File: src/rtl/voice_allocator_pkg.sv
// voice_allocator_pkg
//   Shared constants and types for the polyphonic voice allocator:
//   MIDI field widths, the allocator state encoding and a clog2 helper
//   used to size per-channel age counters and channel indices.
package voice_allocator_pkg;

  localparam int MIDI_KEY_W = 7;
  localparam int MIDI_VEL_W = 7;

  typedef enum logic [1:0] {
    IDLE,
    SCAN,
    WRITE,
    CLEAR
  } state_t;

  // Number of bits needed to index 'value' distinct items (value >= 2).
  function automatic int clog2(input int value);
    int result;
    int rest;
    result = 0;
    rest = value - 1;
    while (rest > 0) begin
      result = result + 1;
      rest = rest >> 1;
    end
    return result;
  endfunction

endpackage

File: src/rtl/voice_age_tracker.sv
// voice_age_tracker
//   Keeps a least-recently-used ordering of the voices as a permutation of
//   ages 0..NUM_CHANNELS-1 (0 = most recently allocated, NUM_CHANNELS-1 =
//   oldest). A touch strobe moves 'target' to age 0 and ages every channel
//   that was younger than it by one, so the set stays a permutation.
// Ports:
//   clk, rst  clock and asynchronous active-high reset (ages reset to c)
//   touch     update strobe
//   target    channel being allocated
//   ages      per-channel age
module voice_age_tracker
  import voice_allocator_pkg::*;
#(
  parameter int NUM_CHANNELS = 16,
  localparam int AGE_W = clog2(NUM_CHANNELS)
) (
  input  logic                                clk,
  input  logic                                rst,
  input  logic                                touch,
  input  logic [AGE_W-1:0]                    target,
  output logic [NUM_CHANNELS-1:0][AGE_W-1:0]  ages
);

  always_ff @(posedge clk or posedge rst) begin
    if (rst) begin
      for (int c = 0; c < NUM_CHANNELS; c++) begin
        ages[c] <= AGE_W'(c);
      end
    end else if (touch) begin
      for (int c = 0; c < NUM_CHANNELS; c++) begin
        if (AGE_W'(c) == target) begin
          ages[c] <= '0;
        end else if (ages[c] < ages[target]) begin
          ages[c] <= ages[c] + AGE_W'(1);
        end
      end
    end
  end

endmodule

File: src/rtl/voice_allocator.sv
// voice_allocator
//   Polyphonic voice scheduler between the MIDI event decoder and the note
//   register / envelope bank. Each accepted event is scanned against every
//   channel (one channel per cycle), then a note-on is written to the
//   retriggered key, the lowest free channel, or the oldest voice, and a
//   note-off releases the first gated voice holding that key.
// Ports:
//   clk, rst          clock, asynchronous active-high reset
//   ev_valid/ev_ready event handshake
//   ev_note_on, ev_key, ev_velocity, ev_word  event fields
//   all_off           panic release of every voice, aborts in-flight event
//   available         per-channel envelope idle flags from the bank
//   reg_en            one-hot single-cycle load strobe
//   note_en           per-channel gate levels
//   note_word         tuning word accompanying reg_en
//   velocity_out      flat per-channel 32-bit gain words
//   busy              allocator is not in IDLE
module voice_allocator
  import voice_allocator_pkg::*;
#(
  parameter int NUM_CHANNELS = 16,
  parameter int NUM_BITS_IN  = 18,
  parameter int VEL_SHIFT    = 25
) (
  input  logic                       clk,
  input  logic                       rst,
  input  logic                       ev_valid,
  output logic                       ev_ready,
  input  logic                       ev_note_on,
  input  logic [MIDI_KEY_W-1:0]      ev_key,
  input  logic [MIDI_VEL_W-1:0]      ev_velocity,
  input  logic [NUM_BITS_IN-1:0]     ev_word,
  input  logic                       all_off,
  input  logic [NUM_CHANNELS-1:0]    available,
  output logic [NUM_CHANNELS-1:0]    reg_en,
  output logic [NUM_CHANNELS-1:0]    note_en,
  output logic [NUM_BITS_IN-1:0]     note_word,
  output logic [NUM_CHANNELS*32-1:0] velocity_out,
  output logic                       busy
);

  localparam int AGE_W = clog2(NUM_CHANNELS);
  localparam logic [AGE_W-1:0] LAST = AGE_W'(NUM_CHANNELS - 1);

  state_t                                  state;
  logic                                    armed;
  logic [AGE_W-1:0]                        idx;
  logic                                    cap_on;
  logic [MIDI_KEY_W-1:0]                   cap_key;
  logic [MIDI_VEL_W-1:0]                   cap_vel;
  logic [NUM_BITS_IN-1:0]                  cap_word;
  logic                                    match_found;
  logic                                    free_found;
  logic [AGE_W-1:0]                        match_idx;
  logic [AGE_W-1:0]                        free_idx;
  logic [AGE_W-1:0]                        old_idx;
  logic [NUM_CHANNELS-1:0]                 key_valid;
  logic [NUM_CHANNELS-1:0][MIDI_KEY_W-1:0] keys;
  logic [NUM_CHANNELS-1:0][31:0]           vel_q;
  logic [NUM_CHANNELS-1:0][AGE_W-1:0]      ages;
  logic [AGE_W-1:0]                        target;
  logic                                    touch;
  logic                                    key_hit;

  // 'armed' keeps ev_ready low until the first clock after reset release.
  assign ev_ready     = armed && (state == IDLE) && !all_off;
  assign busy         = (state != IDLE);
  assign velocity_out = vel_q;
  assign key_hit      = key_valid[idx] && (keys[idx] == cap_key);
  assign target       = match_found ? match_idx : (free_found ? free_idx : old_idx);
  // all_off overriding WRITE must leave the age order untouched as well.
  assign touch        = (state == WRITE) && !all_off;

  voice_age_tracker #(
    .NUM_CHANNELS(NUM_CHANNELS)
  ) u_age (
    .clk   (clk),
    .rst   (rst),
    .touch (touch),
    .target(target),
    .ages  (ages)
  );

  always_ff @(posedge clk or posedge rst) begin
    if (rst) begin
      state       <= IDLE;
      armed       <= 1'b0;
      idx         <= '0;
      cap_on      <= 1'b0;
      cap_key     <= '0;
      cap_vel     <= '0;
      cap_word    <= '0;
      match_found <= 1'b0;
      free_found  <= 1'b0;
      match_idx   <= '0;
      free_idx    <= '0;
      old_idx     <= '0;
      key_valid   <= '0;
      keys        <= '0;
      vel_q       <= '0;
      reg_en      <= '0;
      note_en     <= '0;
      note_word   <= '0;
    end else begin
      armed  <= 1'b1;
      reg_en <= '0;
      if (all_off) begin
        note_en <= '0;
        state   <= IDLE;
      end else begin
        case (state)
          IDLE: begin
            if (ev_valid && ev_ready) begin
              // Velocity-0 note-on is folded into note-off at capture time.
              cap_on      <= ev_note_on && (ev_velocity != '0);
              cap_key     <= ev_key;
              cap_vel     <= ev_velocity;
              cap_word    <= ev_word;
              idx         <= '0;
              match_found <= 1'b0;
              free_found  <= 1'b0;
              state       <= SCAN;
            end
          end
          SCAN: begin
            if (cap_on) begin
              if (!match_found && key_hit) begin
                match_found <= 1'b1;
                match_idx   <= idx;
              end
              if (!free_found && available[idx]) begin
                free_found <= 1'b1;
                free_idx   <= idx;
              end
              if (ages[idx] == LAST) begin
                old_idx <= idx;
              end
            end else if (!match_found && key_hit && note_en[idx]) begin
              match_found <= 1'b1;
              match_idx   <= idx;
            end
            if (idx == LAST) begin
              state <= cap_on ? WRITE : CLEAR;
            end else begin
              idx <= idx + AGE_W'(1);
            end
          end
          WRITE: begin
            reg_en            <= NUM_CHANNELS'(1) << target;
            note_word         <= cap_word;
            note_en[target]   <= 1'b1;
            vel_q[target]     <= 32'(cap_vel) << VEL_SHIFT;
            keys[target]      <= cap_key;
            key_valid[target] <= 1'b1;
            state             <= IDLE;
          end
          CLEAR: begin
            if (match_found) begin
              note_en[match_idx] <= 1'b0;
            end
            state <= IDLE;
          end
          default: state <= IDLE;
        endcase
      end
    end
  end

endmodule

File: config.mk
export PLATFORM = sky130hd
export DESIGN_NAME = voice_allocator
export DESIGN_NICKNAME = d
export VERILOG_FILES = /design/src/rtl/voice_allocator_pkg.sv /design/src/rtl/voice_age_tracker.sv /design/src/rtl/voice_allocator.sv
export SDC_FILE = /design/constraint.sdc
export NUM_CORES = 1
export LEC_CHECK = 0
export ABC_AREA = 1
export ABC_CLOCK_PERIOD_IN_PS = 17000
export BUFFER_PORTS_ARGS = -buffer_cell sky130_fd_sc_hd__buf_4
export CORE_MARGIN = 8
export CORE_UTILIZATION = 45
export CTS_CLUSTER_SIZE = 14
export DETAILED_ROUTE_END_ITERATION = 6
export PLACE_DENSITY = 0.72
export RECOVER_POWER = 25
export SETUP_SLACK_MARGIN = 0.5
export SYNTH_ARGS = -nofsm -noshare
export SYNTH_HDL_FRONTEND = slang
export SYNTH_SLANG_ARGS = --single-unit
File: constraint.sdc
create_clock -name clk -period 17 [get_ports clk]
set_input_delay 1.7 -clock clk [delete_from_list [all_inputs] [get_ports clk]]
set_output_delay 1.7 -clock clk [all_outputs]
set_load 0.1 [all_outputs]
After elaboration in Yosys (flattened, before gate mapping)
Index checks and enable logic that the tools add are counted.
{"block": "word_totals", "ff_bits": 808, "input_bits": 53, "out_inout_bits": 564, "elab_cells": 283}
{"block": "op_classes", "addsub": 17, "magnitude_cmp": 21, "n_eq_ne": 31, "shift": 1, "n_mux": 80, "n_bitwise": 5, "reduce_logical": 64}
{"operator": "$bwmux 512", "count": 1}
{"operator": "$mux 4", "count": 41}
{"operator": "$demux 32 s4", "count": 1}
{"operator": "$bwmux 112", "count": 1}
{"operator": "$add 4x1->4 const B", "count": 17}
{"operator": "$lt 4x4->1", "count": 16}
{"operator": "$mux 16", "count": 4}
{"operator": "$reduce_and 2->1", "count": 19}
{"operator": "$reduce_bool 2->1", "count": 19}
{"operator": "$bmux 4 s4", "count": 2}
{"operator": "$eq 4x4->1 const A", "count": 8}
{"operator": "$mux 32", "count": 1}
{"operator": "$or 16x16->16", "count": 2}
{"operator": "$pmux 16 s2", "count": 1}
{"operator": "$bmux 7 s4", "count": 1}
{"operator": "$demux 7 s4", "count": 1}
{"operator": "$and 16x16->16", "count": 1}
{"operator": "$eq 3x4->1 const A", "count": 4}
{"operator": "$not 16->16", "count": 1}
{"operator": "$reduce_and 4->1", "count": 4}
{"operator": "$shl 1x4->16 const A", "count": 1}
{"operator": "$lt 4x5->1 const B", "count": 3}
{"operator": "$mux 7", "count": 2}
{"operator": "$bmux 1 s4", "count": 3}
{"operator": "27 further kinds", "count": 65}

Logic depth before layout (Yosys ltp)
Gate-level depths: netlist (run 1).
{"block": "depth", "depth_word": 9, "depth_mapped": 21, "mapped_depth_nobuf": 20}

Modules after synthesis
A second synthesis (run 1) with hierarchy kept.
{"block": "hier_totals", "hier_cells": 3031, "area_unflattened_um2": 23702.7}
{"mod": "voice_allocator", "instances": 1, "cells_per_inst": 2234, "area_per_inst_um2": 18215.0, "seq_area_each_um2": 8608.3}
{"mod": "voice_age_tracker", "instances": 1, "cells_per_inst": 797, "area_per_inst_um2": 5487.8, "seq_area_each_um2": 1641.6}

Worst setup path before layout (run 1)
Ideal clock, no wire load.
{"block": "synth_path", "path_kind": "input port to output port", "start": "input all_off", "end": "output ev_ready", "t_arrival_ns": 3.142, "t_required_ns": 15.300, "path_slack_ns": 12.158, "path_stages": 2, "n_path_buf": 1, "cell_sequence": "buf_2 nor2_1"}
{"block": "synth_via", "elab_chain_len": 2}
{"item": "from (decl)", "line_no": "voice_allocator.sv:33", "source": "input logic all_off,"}
{"item": "$logic_not 1->1", "line_no": "voice_allocator.sv:66", "source": "assign ev_ready = armed && (state == IDLE) && !all_off;"}
{"item": "$logic_and 1x1->1", "line_no": "voice_allocator.sv:66"}
{"item": "to (decl)", "line_no": "voice_allocator.sv:28", "source": "output logic ev_ready,"}
No other way between the ends.

==> impl_metrics.py, run 1 <==
metrics = {
    "outcome": {
        "outcome": "finished, violations left",
        "failed_checks": "capacitance limit, slew limit",
    },
    "global_routing": {
        "via_count_of_the_first_global_routing_pass": 17059,
        "global_route.overflow_total": 0,
        "grt_max_degree": 176,
        "grt.total_usage_pct": 21.40,
        "global_route_wire_length_before_repair_mm": 99.10,
        "grt_antenna_before_repair": 1,
    },
    "clocking": {
        "cts_made_buffers": 43,
        "clock_tree.buffer_depth": 3,
        "clock_sink_count": 408,
        "clock_tree_from_tritoncts": "done",
        "cts_repair_resize_count": 0,
        "root_buffer": "clkbuf_16",
        "clkSlewWorstSetupHoldPaths_ns": 0.06,
        "clkLatencyLatePin_ns": 0.58,
        "htreeDepth": 2,
        "cts_setup_buffers": 0,
        "cts.hold.buffers_added": 0,
    },
    "final_layout": {
        "stdcell_count": 3619,
        "insertedDiodeCount": 0,
        "areaGrowthSynthToFinish_pct": 8.739,
        "multi_input_comb_area_um2": 9759,
        "filler_cell_count": 4816,
        "ff_latch_area_um2": 10250,
        "total_nets_final": 3030,
        "post_route_cells_drive_above_1_share_pct": 15.03,
    },
    "placement": {
        "placed_cells": 3539,
        "routabilityCongestion": 0.9124,
        "placement.io_buffers": 216,
        "place_hpwl_mm": 46.15,
    },
    "synthesis": {
        "yosys_most_used_dff": "dfrtp_1",
        "synth_common_cells": "nand2_1 (667), buf_4 (411), dfrtp_1 (376), o21ai_1 (181), inv_1 (161)",
        "synth-seq-area-share_pct": 44.83,
        "postSynthRegisterBits": 408,
        "ys_types": 50,
        "synth.largest_area_cell": "dfrtp_1",
        "netlist_instances": 2750,
        "ys_top_cells_by_area": "dfrtp_1 (41%), buf_4 (13%), nand2_1 (11%), o21ai_1 (4.0%), dfstp_2 (3.7%)",
        "ys_warn_count": 0,
        "synth-edff-count": 0,
        "synth.top_cell.area_share_pct": 41.15,
        "synth.cell_area_um2": 22860,
        "syn-mean-instance-area_um2": 8.314,
        "yosysMostFrequentCell": "nand2_1",
        "async_set_or_reset_register_ratio_after_synthesis_pct": 100.0,
    },
    "setup_path": {
        "cp-end-kind": "asynchronous set/reset pin",
        "cp.required_ns": 16.83,
        "timing.reg2reg.setup_slack_ns": 10.67,
        "worst_path_max_delay_cell": "clkbuf_1",
        "path_class": "primary input to asynchronous set/reset pin",
        "worstPathCellList": "clkbuf_4 > clkinvlp_2 > clkbuf_1",
        "timing.critical_path.arrival_ns": 7.47,
        "register_to_register_path_depth": 14,
        "critPathMaxStageDelay_ns": 2.76,
        "cp-start-kind": "primary input",
        "critPathMaxFanout": 107,
        "worstReg2RegEnd": "match_idx[0]",
        "reg2reg_from": "idx[0]",
    },
    "worst_hold_path": {
        "timing.hold.worst_path_depth": 2,
        "hold_path.class": "flop to flop",
        "hold_start": "key_valid[1]",
        "worst_hold_path.endpoint": "key_valid[1]",
    },
    "timing": {
        "setup_viol_count_final": 0,
        "maxSlewViolCount": 392,
        "final.min_clock_period_ns": 7.634,
        "rsz_0062_raised_after_global_routing": "no",
        "post-route-period-util_pct": 44.91,
        "whs_ns": 0.4505,
        "final_hold_viol_count": 0,
        "tns_ns": 0,
        "finalClockSkew_ns": 0.03052,
        "max_slew_margin_pct": -230.8,
        "max_clock_freq_mhz": 131.0,
        "timing_worst_slew_pin_value_ns": 4.935,
    },
    "detailed_routing": {
        "routedWlPerCell_um": 17.94,
        "routed_wl_mm": 64.91,
        "vias_per_cell": 4.883,
        "ant_nets": 0,
        "drt_iter0_drc": 1600,
        "drt-pass1-iter-count": 6,
        "vias": 17673,
        "drc_errors": 0,
    },
    "floorplanning": {
        "core_area_um2": 50170,
        "floorplan.die_area_um2": 58280,
        "row_count": 82,
        "dieWidth_um": 241.4,
        "chipHeight_um": 241.4,
        "ios": 617,
        "start_util_pct": 45.57,
    },
    "pwr": {
        "power_density_cells_nw_per_um2": 216.0,
        "total_power_mw": 5.371,
        "vdd_ir_drop_max_mv": 0.1588,
        "static-leakage-power_nw": 12.75,
    },
    "job": {
        "cap_viol_max_count": 8,
    },
}
-- routing by layer --
metal	GRT usage [%]	vias up	wire length, um
met1	29.04	8377	27380
met2	34.15	742	30560
met5	0	-	0
met3	4.163	100	5299
met4	7.108	0	1670
li1	-	8454	-
-- critical path: cells and delay by family --
family | cells | cell delay, ns
buf+inv | 3 | 5.57
-- final cells by class --
type                    instances  area share [%]
clock inverters                16          0.9311
flip-flops and latches        408           41.23
inverters                     198           3.020
repair buffers                230           6.890
clock buffers                  64           5.294
well taps                     672           3.382
multi-input cells            2031           39.26
-- placed cells by master, fill, tap and decap left out, drive strengths merged, types with 6 or more instances in the layout --
cell type    n
or2          9
o211ai       9
xor2        16
ha          65
dfstp       32
o21ai      338
buf        222
nand3      157
nor2       154
o22ai       54
xnor2       13
conb       401
a21oi       46
nor3        19
a211oi       6
nand4        8
clkbuf      72
clkinv       7
dfrtp      376
inv        197
nand2      699
o2111ai      6
-- flip-flops by register name, indices dropped and copies added (netlist names), 16 cells and up --
name and cells:
velocity_out 112, note_en 16, reg_en 16, keys 112
note_word 18, key_valid 16, cap_word 18, u_age.ages 64
-- stage by stage --
step / util, % / worst slack, ns / instance area, um2
6_report: 49.55 / 9.366 / 24860
5_1_grt: 49.55 / 8.156 / 24860
4_1_cts: 49.72 / 12.93 / 24940
3_5_place_dp: 46.63 / 12.53 / 23390
3_3_place_gp: 46.63 / 12.60 / 23390
2_1_floorplan: - / 4.002 / 24360
-- cells by family after synthesis --
logic type	Yosys count	share of synthesized area, %
and+or+nand+nor	1055	20.03
buffers and inverters	710	18.89
AOI/OAI and AO/OA	481	11.55
DFF	408	44.83
adders and majority gates	65	3.557
xor gates and xnor gates	29	1.111
other	2	0.03285
-- power by group --
part           internal [mW]  total [mW]  switching [mW]
registers               1.21        1.41           0.194
logic                  0.692        2.95            2.25
clock network          0.614        1.02           0.402
total                   2.52        5.37            2.85
-- worst max path at each step --
stage | slack [ns] | to | cells past startpoint | start
after floorplan | 4.00 | armed | 1 | rst
after global placement | 12.60 | u_age.ages[6] | 9 | all_off
after detailed placement | 12.53 | u_age.ages[4] | 9 | all_off
after CTS | 12.93 | ev_ready | 3 | all_off
after global routing | 8.16 | u_age.ages[42] | 3 | rst
final | 9.37 | cap_word[5] | 3 | rst
Note: power is estimated with default switching activity, not from simulation.
==> inputs of run 2 (changes only) <==
--- a/config.mk
+++ b/config.mk
@@ -6,13 +6,13 @@
 export NUM_CORES = 1
 export LEC_CHECK = 0
 export ABC_AREA = 1
-export ABC_CLOCK_PERIOD_IN_PS = 17000
+export ABC_CLOCK_PERIOD_IN_PS = 6500
 export BUFFER_PORTS_ARGS = -buffer_cell sky130_fd_sc_hd__buf_4
 export CORE_MARGIN = 8
 export CORE_UTILIZATION = 45
 export CTS_CLUSTER_SIZE = 14
 export DETAILED_ROUTE_END_ITERATION = 6
-export PLACE_DENSITY = 0.72
+export PLACE_DENSITY = 0.75
 export RECOVER_POWER = 25
 export SETUP_SLACK_MARGIN = 0.5
 export SYNTH_ARGS = -nofsm -noshare
==> constraint.sdc (replaced) <==
create_clock -name clk -period 6.5 [get_ports clk]
set_input_delay 0.65 -clock clk [delete_from_list [all_inputs] [get_ports clk]]
set_output_delay 0.65 -clock clk [all_outputs]
set_load 0.1 [all_outputs]
==> impl_metrics.py, run 2 (synthesis results as in run 1) <==
metrics = {
    "clocking": {
        "clock_tree_from_tritoncts": "done",
        "clkSlewWorstSetupHoldPaths_ns": 0.06,
        "htreeDepth": 2,
        "root_buffer": "clkbuf_16",
        "cts_made_buffers": 45,
        "cts_repair_resize_count": 0,
        "cts_setup_buffers": 0,
        "clock_tree.buffer_depth": 3,
        "clkLatencyLatePin_ns": 0.60,
        "cts.hold.buffers_added": 0,
        "clock_sink_count": 408,
    },
    "global_routing": {
        "global_route_wire_length_before_repair_mm": 98.89,
        "grt_max_degree": 154,
        "via_count_of_the_first_global_routing_pass": 16972,
        "global_route.overflow_total": 0,
        "grt_antenna_before_repair": 5,
        "grt.total_usage_pct": 21.54,
    },
    "detailed_routing": {
        "vias_per_cell": 4.892,
        "drt_iter0_drc": 1537,
        "drc_errors": 0,
        "ant_nets": 0,
        "routedWlPerCell_um": 18.07,
        "routed_wl_mm": 65.50,
        "vias": 17735,
        "drt-pass1-iter-count": 7,
    },
    "timing": {
        "timing_worst_slew_pin_value_ns": 3.224,
        "tns_ns": 0,
        "setup_viol_count_final": 0,
        "finalClockSkew_ns": 0.02869,
        "rsz_0062_raised_after_global_routing": "no",
        "worst_slack_ns": 2.517,
        "final_hold_viol_count": 0,
        "final.min_clock_period_ns": 3.983,
        "maxSlewViolCount": 182,
        "post-route-period-util_pct": 61.27,
        "max_slew_margin_pct": -114.9,
        "max_clock_freq_mhz": 251.1,
    },
    "floorplanning": {
        "floorplan.die_area_um2": 58280,
        "row_count": 82,
        "start_util_pct": 45.57,
        "chipHeight_um": 241.4,
        "dieWidth_um": 241.4,
        "ios": 617,
        "core_area_um2": 50170,
    },
    "pwr": {
        "net_sw_share_pct": 53.44,
        "share_seq_of_total_power_pct": 26.7,
        "static-leakage-power_nw": 12.76,
        "power_switching_mw": 7.439,
        "total_power_mw": 13.92,
        "power_frac_clock_pct": 18.6,
        "vdd_ir_drop_max_mv": 0.3382,
        "internal_power_mw": 6.482,
        "share_comb_of_total_power_pct": 54.7,
        "power_density_cells_nw_per_um2": 558.6,
    },
    "final_layout": {
        "multi_input_comb_area_um2": 9807,
        "areaGrowthSynthToFinish_pct": 9.002,
        "final_cell_mix": "nand2_1 (666), conb_1 (401), dfrtp_1 (376)",
        "filler_cell_count": 4848,
        "mostFrequentLayoutCell": "nand2_1",
        "ff_latch_area_um2": 10250,
        "post_route_cells_drive_above_1_share_pct": 15.76,
        "total_nets_final": 3034,
    },
    "setup_path": {
        "path_class": "primary input to asynchronous set/reset pin",
        "timing.critical_path.arrival_ns": 3.95,
        "cp-start-kind": "primary input",
        "critPathMaxFanout": 134,
        "cp-end-kind": "asynchronous set/reset pin",
        "timing.reg2reg.setup_slack_ns": 2.69,
        "cp.required_ns": 6.47,
    },
    "job": {
        "cap_viol_max_count": 2,
    },
    "placement": {
        "placement.io_buffers": 216,
        "routabilityCongestion": 0.9416,
        "preCtsSetupSlack_ns": 2.856,
        "place_hpwl_mm": 46.37,
    },
    "outcome": {
        "failed_checks": "capacitance limit, slew limit",
        "outcome": "finished, violations left",
    },
    "worst_hold_path": {
        "hold_path.class": "primary input to flop",
    },
}
[run 2: critical path, cell delays in order]
cell and delay (ns):
clkbuf_4 0.11, clkinvlp_2 0.68, clkbuf_2 2.33
[run 2: final timing paths]
kind,startpoint,end,cells past startpoint
max in group clk,free_found,u_age.ages[27],13
setup / recovery,rst,note_word[3],3
hold reg to reg,key_valid[3],key_valid[3],2
hold / removal,ev_word[6],cap_word[6],3
setup reg to reg,free_found,u_age.ages[27],13
min in group asynchronous,rst,velocity_out[157],2
[run 2: final cells by class]
class | instances | area share, %
repair buffers | 232 | 7.014
multi-input cells | 2031 | 39.35
well taps | 672 | 3.374
diodes | 2 | 0.02008
clock buffers | 63 | 5.231
inverters | 198 | 3.017
clock inverters | 19 | 0.8635
flip-flops and latches | 408 | 41.13
[run 2: routing by layer]
metal	routed length (um)	part of all wire (%)	track usage, %	vias to the layer above
met1	26450	40	28.29	8476
met2	31560	48	34.71	678
li1	-	-	-	8459
met4	2070	3.2	8.094	2
met3	5399	8.2	4.675	120
met5	12	0.018	0	-
[run 2: per-stage QoR]
stage | instance area (um2) | cells | utilization [%] | hold slack, ns
after floorplan | 24360 | 3149 | - | 0.4198
final | 24920 | 3625 | 49.67 | 0.2614
after global routing | 24920 | 3623 | 49.66 | 0.2586
after CTS | 24940 | 3623 | 49.71 | 0.1286
after detailed placement | 23420 | 3541 | 46.68 | 0.4378
after global placement | 23420 | 3541 | 46.68 | 0.4323
[run 2: power by group through the flow]
stage               combinational, mW  clock (mW)  sequential, mW
floorplan                        5.01           0            4.84
global placement                 7.42           0            3.72
detailed placement               7.55           0            3.73
CTS                              7.57        2.66            3.70
global route                     8.30        2.76            3.79
finish                           7.61        2.59            3.71
